$ cat src/rtl/mul_cmd_dispatcher_if.sv
// Host-side command port of mul_cmd_dispatcher: one entry per valid/ready handshake.
// Latency: none, this is wiring only.
// Backpressure: the host holds its entry while host_ready is low.
interface mul_cmd_dispatcher_if #(
  parameter int CMD_W   = 25,
  parameter int ROW_NUM = 16,
  parameter int CH_W    = 3
) ();
  logic               host_valid;
  logic               host_ready;
  logic               host_is_ldst;
  logic [CH_W-1:0]    host_ch;
  logic [CMD_W-1:0]   host_cmd;
  logic [ROW_NUM-1:0] host_ldst_data;

  // Host side: drives the entry and watches ready.
  modport master (
    output host_valid, host_is_ldst, host_ch, host_cmd, host_ldst_data,
    input  host_ready
  );

  // Dispatcher side: consumes the entry and drives ready.
  modport slave (
    input  host_valid, host_is_ldst, host_ch, host_cmd, host_ldst_data,
    output host_ready
  );
endinterface

$ cat src/rtl/mul_cmd_dispatcher.sv
// Buffers host Compute/ExLdSt entries in order and dispatches them to NUM_CH MUL_controller channels.
// Latency: handshake at edge N into an idle, empty block gives channel valid in the cycle after edge N+1.
// Backpressure: host_ready falls when the FIFO is full; a Compute dispatch holds until Compute_ready.
module mul_cmd_dispatcher #(
  parameter int CMD_W      = 25,
  parameter int LDST_W     = 7,
  parameter int ROW_NUM    = 16,
  parameter int NUM_CH     = 2,
  parameter int CH_W       = 3,
  parameter int FIFO_DEPTH = 8,
  parameter int LDST_GAP   = 1
) (
  input  logic                        clk,
  input  logic                        rst,
  mul_cmd_dispatcher_if.slave         host,
  output logic [NUM_CH-1:0]           Compute_valid,
  input  logic [NUM_CH-1:0]           Compute_ready,
  output logic [NUM_CH*CMD_W-1:0]     Compute_command,
  output logic [NUM_CH-1:0]           ExLdSt_valid,
  output logic [NUM_CH*LDST_W-1:0]    ExLdSt_command,
  output logic [NUM_CH*ROW_NUM-1:0]   ExLdSt_data,
  output logic [CH_W+3:0]             fifo_count,
  output logic                        busy,
  output logic [15:0]                 issued_cnt,
  output logic                        err_ch
);

  localparam int AW    = (FIFO_DEPTH > 1) ? $clog2(FIFO_DEPTH) : 1;
  localparam int CNT_W = CH_W + 4;
  localparam logic [CH_W:0]    NUM_CH_X = (CH_W + 1)'(NUM_CH);
  localparam logic [CNT_W-1:0] DEPTH_X  = CNT_W'(FIFO_DEPTH);
  // Gap counter runs GAP_LAST..0; the final GAP cycle dispatches like IDLE,
  // so exactly LDST_GAP quiet cycles separate a pulse from the next valid.
  localparam logic [3:0]       GAP_LAST = 4'(LDST_GAP - 1);

  typedef struct packed {
    logic               is_ldst;
    logic [CH_W-1:0]    ch;
    logic [CMD_W-1:0]   cmd;
    logic [ROW_NUM-1:0] data;
  } entry_t;

  typedef enum logic [1:0] {S_IDLE, S_CMP, S_LDST, S_GAP} state_t;

  state_t                      state_q, state_d;
  logic [3:0]                  gap_cnt_q, gap_cnt_d;
  logic [AW-1:0]               rd_ptr_q, rd_ptr_d;
  logic [AW-1:0]               wr_ptr_q, wr_ptr_d;
  logic [CNT_W-1:0]            cnt_q, cnt_d;
  logic                        host_ready_q, host_ready_d;
  logic [15:0]                 issued_q, issued_d;
  logic                        err_q, err_d;
  logic [NUM_CH-1:0]           cv_q, cv_d;
  logic [NUM_CH*CMD_W-1:0]     cc_q, cc_d;
  logic [NUM_CH-1:0]           lv_q, lv_d;
  logic [NUM_CH*LDST_W-1:0]    lc_q, lc_d;
  logic [NUM_CH*ROW_NUM-1:0]   ld_q, ld_d;
  entry_t                      fifo_mem_q [FIFO_DEPTH];
  entry_t                      fifo_mem_d [FIFO_DEPTH];

  entry_t head;
  logic   push;
  logic   pop;
  logic   take_next;
  logic   handshake;

  // Next-state: FIFO bookkeeping, dispatch FSM and registered channel outputs.
  always_comb begin
    state_d    = state_q;
    gap_cnt_d  = gap_cnt_q;
    rd_ptr_d   = rd_ptr_q;
    wr_ptr_d   = wr_ptr_q;
    issued_d   = issued_q;
    err_d      = err_q;
    fifo_mem_d = fifo_mem_q;
    cv_d       = cv_q;
    cc_d       = cc_q;
    lv_d       = lv_q;
    lc_d       = lc_q;
    ld_d       = ld_q;
    head       = fifo_mem_q[rd_ptr_q];
    push       = host.host_valid && host_ready_q;
    pop        = 1'b0;
    take_next  = 1'b0;
    // Ready on channels that are not being driven is masked out here.
    handshake  = |(cv_q & Compute_ready);

    case (state_q)
      S_IDLE: take_next = 1'b1;
      S_CMP: begin
        if (handshake) begin
          issued_d  = issued_q + 16'd1;
          take_next = 1'b1;
        end
      end
      S_LDST: begin
        // The pulse lasts exactly this one cycle.
        issued_d = issued_q + 16'd1;
        lv_d     = '0;
        lc_d     = '0;
        ld_d     = '0;
        if (LDST_GAP > 0) begin
          state_d   = S_GAP;
          gap_cnt_d = GAP_LAST;
        end else begin
          take_next = 1'b1;
        end
      end
      S_GAP: begin
        if (gap_cnt_q == 4'd0) take_next = 1'b1;
        else                   gap_cnt_d = gap_cnt_q - 4'd1;
      end
      default: state_d = S_IDLE;
    endcase

    // Dispatch slot: pop the head and load one channel's outputs.
    // A head whose channel matches no existing channel loads nothing, so it
    // is discarded silently and the FSM stays in IDLE.
    if (take_next) begin
      state_d = S_IDLE;
      cv_d    = '0;
      cc_d    = '0;
      lv_d    = '0;
      lc_d    = '0;
      ld_d    = '0;
      if (cnt_q != '0) begin
        pop = 1'b1;
        for (int i = 0; i < NUM_CH; i++) begin
          if (head.ch == CH_W'(i)) begin
            if (head.is_ldst) begin
              lv_d[i]                     = 1'b1;
              lc_d[i*LDST_W +: LDST_W]    = head.cmd[LDST_W-1:0];
              ld_d[i*ROW_NUM +: ROW_NUM]  = head.data;
              state_d                     = S_LDST;
            end else begin
              cv_d[i]                     = 1'b1;
              cc_d[i*CMD_W +: CMD_W]      = head.cmd;
              state_d                     = S_CMP;
            end
          end
        end
      end
    end

    if (push) begin
      fifo_mem_d[wr_ptr_q] = '{is_ldst: host.host_is_ldst, ch: host.host_ch,
                               cmd: host.host_cmd, data: host.host_ldst_data};
      wr_ptr_d = wr_ptr_q + 1'b1;
      if ({1'b0, host.host_ch} >= NUM_CH_X) err_d = 1'b1;
    end
    if (pop) rd_ptr_d = rd_ptr_q + 1'b1;

    cnt_d        = cnt_q + CNT_W'(push) - CNT_W'(pop);
    // Ready is registered from the next count, so a full FIFO refuses a push
    // even in a cycle where it also pops.
    host_ready_d = (cnt_d != DEPTH_X);
  end

  // Control and output registers with synchronous reset.
  always_ff @(posedge clk) begin
    if (rst) begin
      state_q      <= S_IDLE;
      gap_cnt_q    <= '0;
      rd_ptr_q     <= '0;
      wr_ptr_q     <= '0;
      cnt_q        <= '0;
      host_ready_q <= 1'b1;
      issued_q     <= '0;
      err_q        <= 1'b0;
      cv_q         <= '0;
      cc_q         <= '0;
      lv_q         <= '0;
      lc_q         <= '0;
      ld_q         <= '0;
    end else begin
      state_q      <= state_d;
      gap_cnt_q    <= gap_cnt_d;
      rd_ptr_q     <= rd_ptr_d;
      wr_ptr_q     <= wr_ptr_d;
      cnt_q        <= cnt_d;
      host_ready_q <= host_ready_d;
      issued_q     <= issued_d;
      err_q        <= err_d;
      cv_q         <= cv_d;
      cc_q         <= cc_d;
      lv_q         <= lv_d;
      lc_q         <= lc_d;
      ld_q         <= ld_d;
    end
  end

  // Entry storage needs no reset: the pointers and count decide what is valid.
  always_ff @(posedge clk) begin
    fifo_mem_q <= fifo_mem_d;
  end

  assign host.host_ready  = host_ready_q;
  assign Compute_valid    = cv_q;
  assign Compute_command  = cc_q;
  assign ExLdSt_valid     = lv_q;
  assign ExLdSt_command   = lc_q;
  assign ExLdSt_data      = ld_q;
  assign fifo_count       = cnt_q;
  assign busy             = (cnt_q != '0) || (state_q != S_IDLE);
  assign issued_cnt       = issued_q;
  assign err_ch           = err_q;

endmodule

$ cat src/flat_wrapper.sv
// flat-port wrapper written by rule: the top's interface ports become plain ports
module mul_cmd_dispatcher_flat 
#(
  parameter int CMD_W      = 25,
  parameter int LDST_W     = 7,
  parameter int ROW_NUM    = 16,
  parameter int NUM_CH     = 2,
  parameter int CH_W       = 3,
  parameter int FIFO_DEPTH = 8,
  parameter int LDST_GAP   = 1
)
  (clk, rst, Compute_valid, Compute_ready, Compute_command, ExLdSt_valid, ExLdSt_command, ExLdSt_data, fifo_count, busy, issued_cnt, err_ch, host_host_valid, host_host_is_ldst, host_host_ch, host_host_cmd, host_host_ldst_data, host_host_ready);
  mul_cmd_dispatcher_if #(.CMD_W(CMD_W), .ROW_NUM(ROW_NUM), .CH_W(CH_W)) host_i ();
  input  logic clk;
  input  logic rst;
  output logic [NUM_CH-1:0] Compute_valid;
  input  logic [NUM_CH-1:0] Compute_ready;
  output logic [NUM_CH*CMD_W-1:0] Compute_command;
  output logic [NUM_CH-1:0] ExLdSt_valid;
  output logic [NUM_CH*LDST_W-1:0] ExLdSt_command;
  output logic [NUM_CH*ROW_NUM-1:0] ExLdSt_data;
  output logic [CH_W+3:0] fifo_count;
  output logic busy;
  output logic [15:0] issued_cnt;
  output logic err_ch;
  input wire logic [$bits(host_i.host_valid)-1:0] host_host_valid;
  input wire logic [$bits(host_i.host_is_ldst)-1:0] host_host_is_ldst;
  input wire logic [$bits(host_i.host_ch)-1:0] host_host_ch;
  input wire logic [$bits(host_i.host_cmd)-1:0] host_host_cmd;
  input wire logic [$bits(host_i.host_ldst_data)-1:0] host_host_ldst_data;
  output wire logic [$bits(host_i.host_ready)-1:0] host_host_ready;
  assign host_i.host_valid = host_host_valid;
  assign host_i.host_is_ldst = host_host_is_ldst;
  assign host_i.host_ch = host_host_ch;
  assign host_i.host_cmd = host_host_cmd;
  assign host_i.host_ldst_data = host_host_ldst_data;
  assign host_host_ready = host_i.host_ready;
  mul_cmd_dispatcher #(.CMD_W(CMD_W), .LDST_W(LDST_W), .ROW_NUM(ROW_NUM), .NUM_CH(NUM_CH), .CH_W(CH_W), .FIFO_DEPTH(FIFO_DEPTH), .LDST_GAP(LDST_GAP)) u_core (.clk(clk), .rst(rst), .host(host_i), .Compute_valid(Compute_valid), .Compute_ready(Compute_ready), .Compute_command(Compute_command), .ExLdSt_valid(ExLdSt_valid), .ExLdSt_command(ExLdSt_command), .ExLdSt_data(ExLdSt_data), .fifo_count(fifo_count), .busy(busy), .issued_cnt(issued_cnt), .err_ch(err_ch));
endmodule
$ cat config.mk
export PLATFORM = sky130hd
export DESIGN_NAME = mul_cmd_dispatcher_flat
export DESIGN_NICKNAME = d
export VERILOG_FILES = /design/src/rtl/mul_cmd_dispatcher_if.sv /design/src/rtl/mul_cmd_dispatcher.sv /design/src/flat_wrapper.sv
export SDC_FILE = /design/constraint.sdc
export NUM_CORES = 1
export LEC_CHECK = 0
export CORE_UTILIZATION = 59
export CTS_BUF_LIST = sky130_fd_sc_hd__clkbuf_4 sky130_fd_sc_hd__clkbuf_8
export CTS_CLUSTER_SIZE = 12
export DETAILED_ROUTE_END_ITERATION = 10
export PLACE_DENSITY = 0.81
export SETUP_SLACK_MARGIN = 0.1
export SLEW_MARGIN = 20
export SYNTH_ARGS = -nofsm -noshare
export SYNTH_HDL_FRONTEND = slang
export SYNTH_SLANG_ARGS = --single-unit
$ cat constraint.sdc
create_clock -name clk -period 8.2 [get_ports clk]
set_input_delay 1.64 -clock clk [delete_from_list [all_inputs] [get_ports clk]]
set_output_delay 1.64 -clock clk [all_outputs]
set_load 0.03 [all_outputs]
* After elaboration in Yosys (flattened, before gate mapping)
Cells that the tools add are included.
** Word-level totals
- Logic and storage cells :: 127
- Flip-flop bits (word level) :: 497
- Output and inout bits :: 126
** Operators by class
- $lt $le $gt $ge :: 4
- Add/sub/neg operators :: 6
- Equal/unequal tests :: 7
- Reduce and logical (&&, ||, !) cells :: 15
- Mux-type cells :: 47
- Bitwise operators :: 3
** Operators with widths (count)
- 360-bit bitwise mux :: 1
- 45-bit binary-select mux with 3-bit select :: 1
- 45-bit demux with 3-bit select :: 1
- 45-bit 2-to-1 mux :: 3
- 32-bit 2-to-1 mux :: 3
- 25-bit 2-to-1 mux :: 3
- 16-bit 2-to-1 mux :: 4
- 50-bit 2-to-1 mux :: 1
- 14-bit 2-to-1 mux :: 3
- 16-bit case mux with 2 select lines :: 1
- 7-bit 2-to-1 mux :: 3
- 2-bit 2-to-1 mux :: 10
- 16-bit by 1-bit adder with 16-bit output (second input constant) :: 1
- 1-bit 2-to-1 mux :: 10
- 4-bit >= comparator (second input constant) :: 2
- 3-bit inverter with 4-bit output :: 2
- 4-bit case mux with 2 select lines :: 1
- 2-bit nonzero test :: 4
- 7-bit by 1-bit adder with 7-bit output :: 1
- 7-bit by 4-bit inequality test with 1-bit output (second input constant) :: 1
- 7-bit nonzero test :: 1
- 7-bit by 1-bit subtractor with 7-bit output :: 1
- 3-bit by 1-bit adder with 3-bit output (second input constant) :: 2
- 2-bit AND reduction :: 3
- other kinds (17) :: 19

* Longest topological paths before layout
- Word-level depth :: 9
- Gate-level depth with buffers :: 16
- Mapped depth without buffers :: 16

* Worst setup path after synthesis
Ideal clock, no wire load.
- Kind :: in2reg
- From :: in host_host_valid
- To :: reg u_core.fifo_mem_q[225] (netlist name), enable pin
- Arrival time :: 6.472 ns
- Stages :: 2
- Path slack :: 1.153 ns
- Required time :: 7.625 ns
- Path through :: nand2_1 -> nor4b_1
** Between the ends
- Word-level cells in the longest chain between the ends :: 1
** RTL lines
- start: declaration :: RTL line flat_wrapper.sv:26 : input wire logic [$bits(host_i.host_valid)-1:0] host_host_valid;
- 1-bit logical AND :: RTL line mul_cmd_dispatcher.sv:82 : push = host.host_valid && host_ready_q;
- end signal: assignment :: RTL line mul_cmd_dispatcher.sv:194 : fifo_mem_q <= fifo_mem_d;
- end: declaration :: RTL line mul_cmd_dispatcher.sv:58 : entry_t fifo_mem_q [FIFO_DEPTH];
No other way between the ends.
A chain may end at the register's enable or synchronous reset.

* Worst setup path after layout
- From :: in Compute_ready[0]
- To :: reg u_core.host_ready_q, in the netlist u_core.host.host_ready
** Between the ends
- Word-level cells in the longest chain between the ends :: 7
** RTL lines
- start: declaration :: RTL line flat_wrapper.sv:17 : input logic [NUM_CH-1:0] Compute_ready;
- 2-bit AND :: RTL line mul_cmd_dispatcher.sv:86 : handshake = |(cv_q & Compute_ready);
- 2-bit OR reduction :: RTL line mul_cmd_dispatcher.sv:86
- 1-bit 2-to-1 mux :: RTL line mul_cmd_dispatcher.sv:91 : if (handshake) begin
- 1-bit case mux with 4 select lines :: RTL line mul_cmd_dispatcher.sv:88 : case (state_q)
- 1-bit 2-to-1 mux :: RTL line mul_cmd_dispatcher.sv:119 : if (take_next) begin
- via u_core.pop :: RTL line mul_cmd_dispatcher.sv:63 : logic pop;
- 7-bit by 1-bit subtractor with 7-bit output :: RTL line mul_cmd_dispatcher.sv:153 : cnt_d = cnt_q + CNT_W'(push) - CNT_W'(pop);
- 7-bit by 4-bit inequality test with 1-bit output :: RTL line mul_cmd_dispatcher.sv:156 : host_ready_d = (cnt_d != DEPTH_X);
- end signal: assignment :: RTL line mul_cmd_dispatcher.sv:181 : host_ready_q <= host_ready_d;
- end: declaration :: RTL line mul_cmd_dispatcher.sv:50 : logic host_ready_q, host_ready_d;
The timed path passes the listed nets, and every way through them passes these cells.

==> flow_summary.toml <==
[worst_setup_path]
path_common_cell = "inv_1"
path_class = "in -> reg"
cpMaxStageDelayCell = "fa_1"
cp_max_fo = 7
crit_path_max_incr_delay_ps = 430
crit_path_end_kind = "flip-flop"
r2r_end = "u_core.Compute_command[19]$_SDFFE_PP0P_"
reg2reg_from = "u_core.rd_ptr_q[0]$_SDFFE_PP0P_"
reg2reg_depth = 7
crit_start = "Compute_ready[0]"
cp.arrival_ps = 4870
crit_end = "u_core.host.host_ready$_SDFF_PP1_"
path_cells = "clkdlybuf4s50_1 > a22oi_1 > a22oi_2 > nand2_1 > inv_1 > ha_1 > inv_1 > ha_1 > inv_1 > fa_1 > nor2b_1 > o311a_1 > a21oi_1 > nor4bb_1 > nand4_1"
critical_path_required_ps = 8640
start_kind = "input port"
r2r_slack_ps = 4340

[global_routing]
grt_max_degree = 59
grt_pass1_wl_microns = 62920
antenna_found_initial = 2
grt_pass1_vias = 11420
overflow = 0
gr-usage-all-layers_pct = 25.18

[power]
combPwrFrac_pct = 25.5
sw_frac_of_total_pct = 31.41
switchingPower_mw = 2.117
power-per-cell-area_nw_per_um2 = 299.1
seq_power_share_pct = 44.0
leakage_nw = 7.419
peakVddDrop_v = 0.0001821
p_clk_share_pct = 30.5
p_int_mw = 4.623
power_mw = 6.740

[cts]
clk_pin_slew_worst_paths_ps = 60
post_cts_buffers = 0
htreeDepth = 3
tritoncts = "built"
cts_buffers = 77
ctsResizeCount = 0
cts_sinks = 497
hold_buffers = 0
clk_latency_ps = 590
root_buffer = "clkbuf_8"
ctsLongestPathBuffers = 3

[yosys]
synth_nets = 1280
yosysTopAreaCell = "edfxtp_1"
synth_top_area_share_pct = 57.56
synth_area_sq_um = 18780
ys_seq_area_share_pct = 72.17
async_flop_share_pct = 0
synth-edff-count = 360
synth_ff_type = "edfxtp_1"
synth_area_leaders = "edfxtp_1 58%, dfxtp_1 15%, mux4_2 5.0%"
yosysMostFrequentCell = "edfxtp_1"
yosys-top-cells-count = "360 x edfxtp_1, 137 x dfxtp_1, 132 x nand2_1"
yosys_register_bits = 497
ys_types = 67
avgSynthCellArea_sq_um = 15.44
synthCells = 1216
yosys_warnings = 0

[layout]
syn2layout_area_growth_pct = 20.01
final_core_util_pct = 72.73
multi_input_area_sq_um = 4881
layout-drive-gt1-share_pct = 15.69
fill_cells = 1937
ff_latch_area_sq_um = 13560
nets = 1491

[job]
max_cap_violations = 0

[sta]
relSlewSlack_pct = 29.04
finalCritPeriodShare_pct = 53.97
period_minus_slack_ps = 4425
timing.setup.tns_ps = 0
finalHoldViolCount = 0
setup_viol = 0
drv_slew = 0
worst_pin_slew_ps = 1059
rsz0062_at_grt = "false"
timing.hold.ws_ps = 446.8
fin_worst_skew_ps = 21.88
finalWorstSetupSlack_ps = 3775
max_clock_freq_mhz = 226.0

[drt]
ant_nets = 0
drt-initial-drc-count = 931
wl_per_cell_microns = 21.49
first_pass_iters = 7
num_vias = 11170
routed_via_density = 5.908
drc = 0
wirelength_microns = 40620

[die]
core-area_sq_um = 30990
start_util_pct = 60.60
die_w_microns = 180.4
dieArea_sq_um = 32550
ioPinCount = 176
die_h_microns = 180.4
num_rows = 64

[status]
status = "finished clean"

[min_path]
hold_class = "reg -> reg"

[place]
dp_hpwl_microns = 23380
routabilityCongestion = 0.8176
place_ws_ps = 3280
numPortBuffers = 175
-- power by group through the flow --
stage               clock network, mW  registers, mW  logic (mW)
floorplan                           0           3.06        1.12
global placement                    0           3.01        1.66
detailed placement                  0           3.02        1.69
CTS                              2.10           2.97        1.71
global route                     2.20           2.98        1.85
finish                           2.06           2.97        1.72
-- sequential cells by signal, indices dropped and copies added (netlist names) --
| name | count |
|---|---|
| u_core.ExLdSt_valid | 2 |
| u_core.ExLdSt_command | 14 |
| u_core.Compute_command | 50 |
| u_core.err_ch | 1 |
| u_core.fifo_count | 7 |
| u_core.rd_ptr_q | 3 |
| u_core.host.host_ready | 1 |
| u_core.wr_ptr_q | 3 |
| u_core.fifo_mem_q | 360 |
| u_core.issued_cnt | 16 |
| u_core.ExLdSt_data | 32 |
| u_core.state_q | 2 |
| u_core.Compute_valid | 2 |
| u_core.gap_cnt_q | 4 |
-- how the worst min path moves through the flow --
stage,depth (start not counted),endpoint,start,slack (ps)
after detailed placement,2,u_core.Compute_command[7]$_SDFFE_PP0P_,u_core.Compute_command[7]$_SDFFE_PP0P_,440
final,2,u_core.ExLdSt_command[5]$_SDFFE_PP0P_,u_core.ExLdSt_command[5]$_SDFFE_PP0P_,450
after global routing,2,u_core.Compute_command[42]$_SDFFE_PP0P_,u_core.Compute_command[42]$_SDFFE_PP0P_,470
after CTS,2,u_core.ExLdSt_command[1]$_SDFFE_PP0P_,u_core.ExLdSt_command[1]$_SDFFE_PP0P_,450
after global placement,2,u_core.Compute_command[7]$_SDFFE_PP0P_,u_core.Compute_command[7]$_SDFFE_PP0P_,430
after floorplan,2,u_core.gap_cnt_q[3]$_SDFFE_PP0P_,u_core.gap_cnt_q[3]$_SDFFE_PP0P_,470
-- cell type report --
class                           instances  share of cell area (%)
Clock inverter                         22                  0.5885
Timing Repair Buffer                  200                   8.605
Multi-Input combinational cell        631                   21.66
Tap cell                              396                   2.198
Inverter                               20                  0.3331
Antenna cell                            3                 0.03331
Sequential cell                       497                   60.17
Clock buffer                          121                   6.418
-- cell families after synthesis --
| kind of cell | Yosys count | share of synthesized area, % |
|---|---|---|
| AO/OA/AOI/OAI | 221 | 7.668 |
| XOR/XNOR | 18 | 0.8394 |
| adder cells (fa/ha/maj) | 14 | 0.9727 |
| buffers and inverters | 88 | 2.352 |
| flip-flops | 497 | 72.17 |
| multiplexers | 131 | 9.973 |
| AND/OR/NAND/NOR | 247 | 6.029 |
-- through the flow --
stage	instance area (sq um)	cells
after floorplan	18780	1216
after global placement	20930	1744
after detailed placement	20930	1744
after CTS	22510	1887
after global routing	22530	1888
final	22540	1890
-- cells in the final DEF, fill, tap and decap left out, types with 11 or more instances in the layout --
cell type / n
clkbuf_4: 35
o21ai_1: 34
nand4_1: 12
edfxtp_1: 360
mux4_2: 42
a21oi_1: 13
nor2_1: 37
clkbuf_8: 86
clkdlybuf4s50_1: 175
nand2_1: 132
xor2_1: 11
inv_1: 18
dfxtp_1: 135
o211ai_1: 33
mux2i_1: 84
o21ai_0: 72
buf_4: 25
a22oi_1: 34
ha_1: 13
-- routing by layer --
metal | share of wire, % | global-route usage, % | up-vias
met4 | 2.1 | 8.923 | 0
met3 | 7.4 | 5.295 | 65
li1 | - | - | 5090
met2 | 49 | 41.81 | 471
met5 | 0 | 0 | -
met1 | 42 | 33.12 | 5541
-- worst max-delay path, delay by kind of cell --
| kind | cells | cell delay, ps |
|---|---|---|
| adders and majority gates | 3 | 850 |
| buffers and inverters | 4 | 570 |
| and+or+nand+nor | 4 | 860 |
| AOI/OAI and AO/OA | 4 | 920 |
Note: power is estimated with default switching activity, not from simulation.
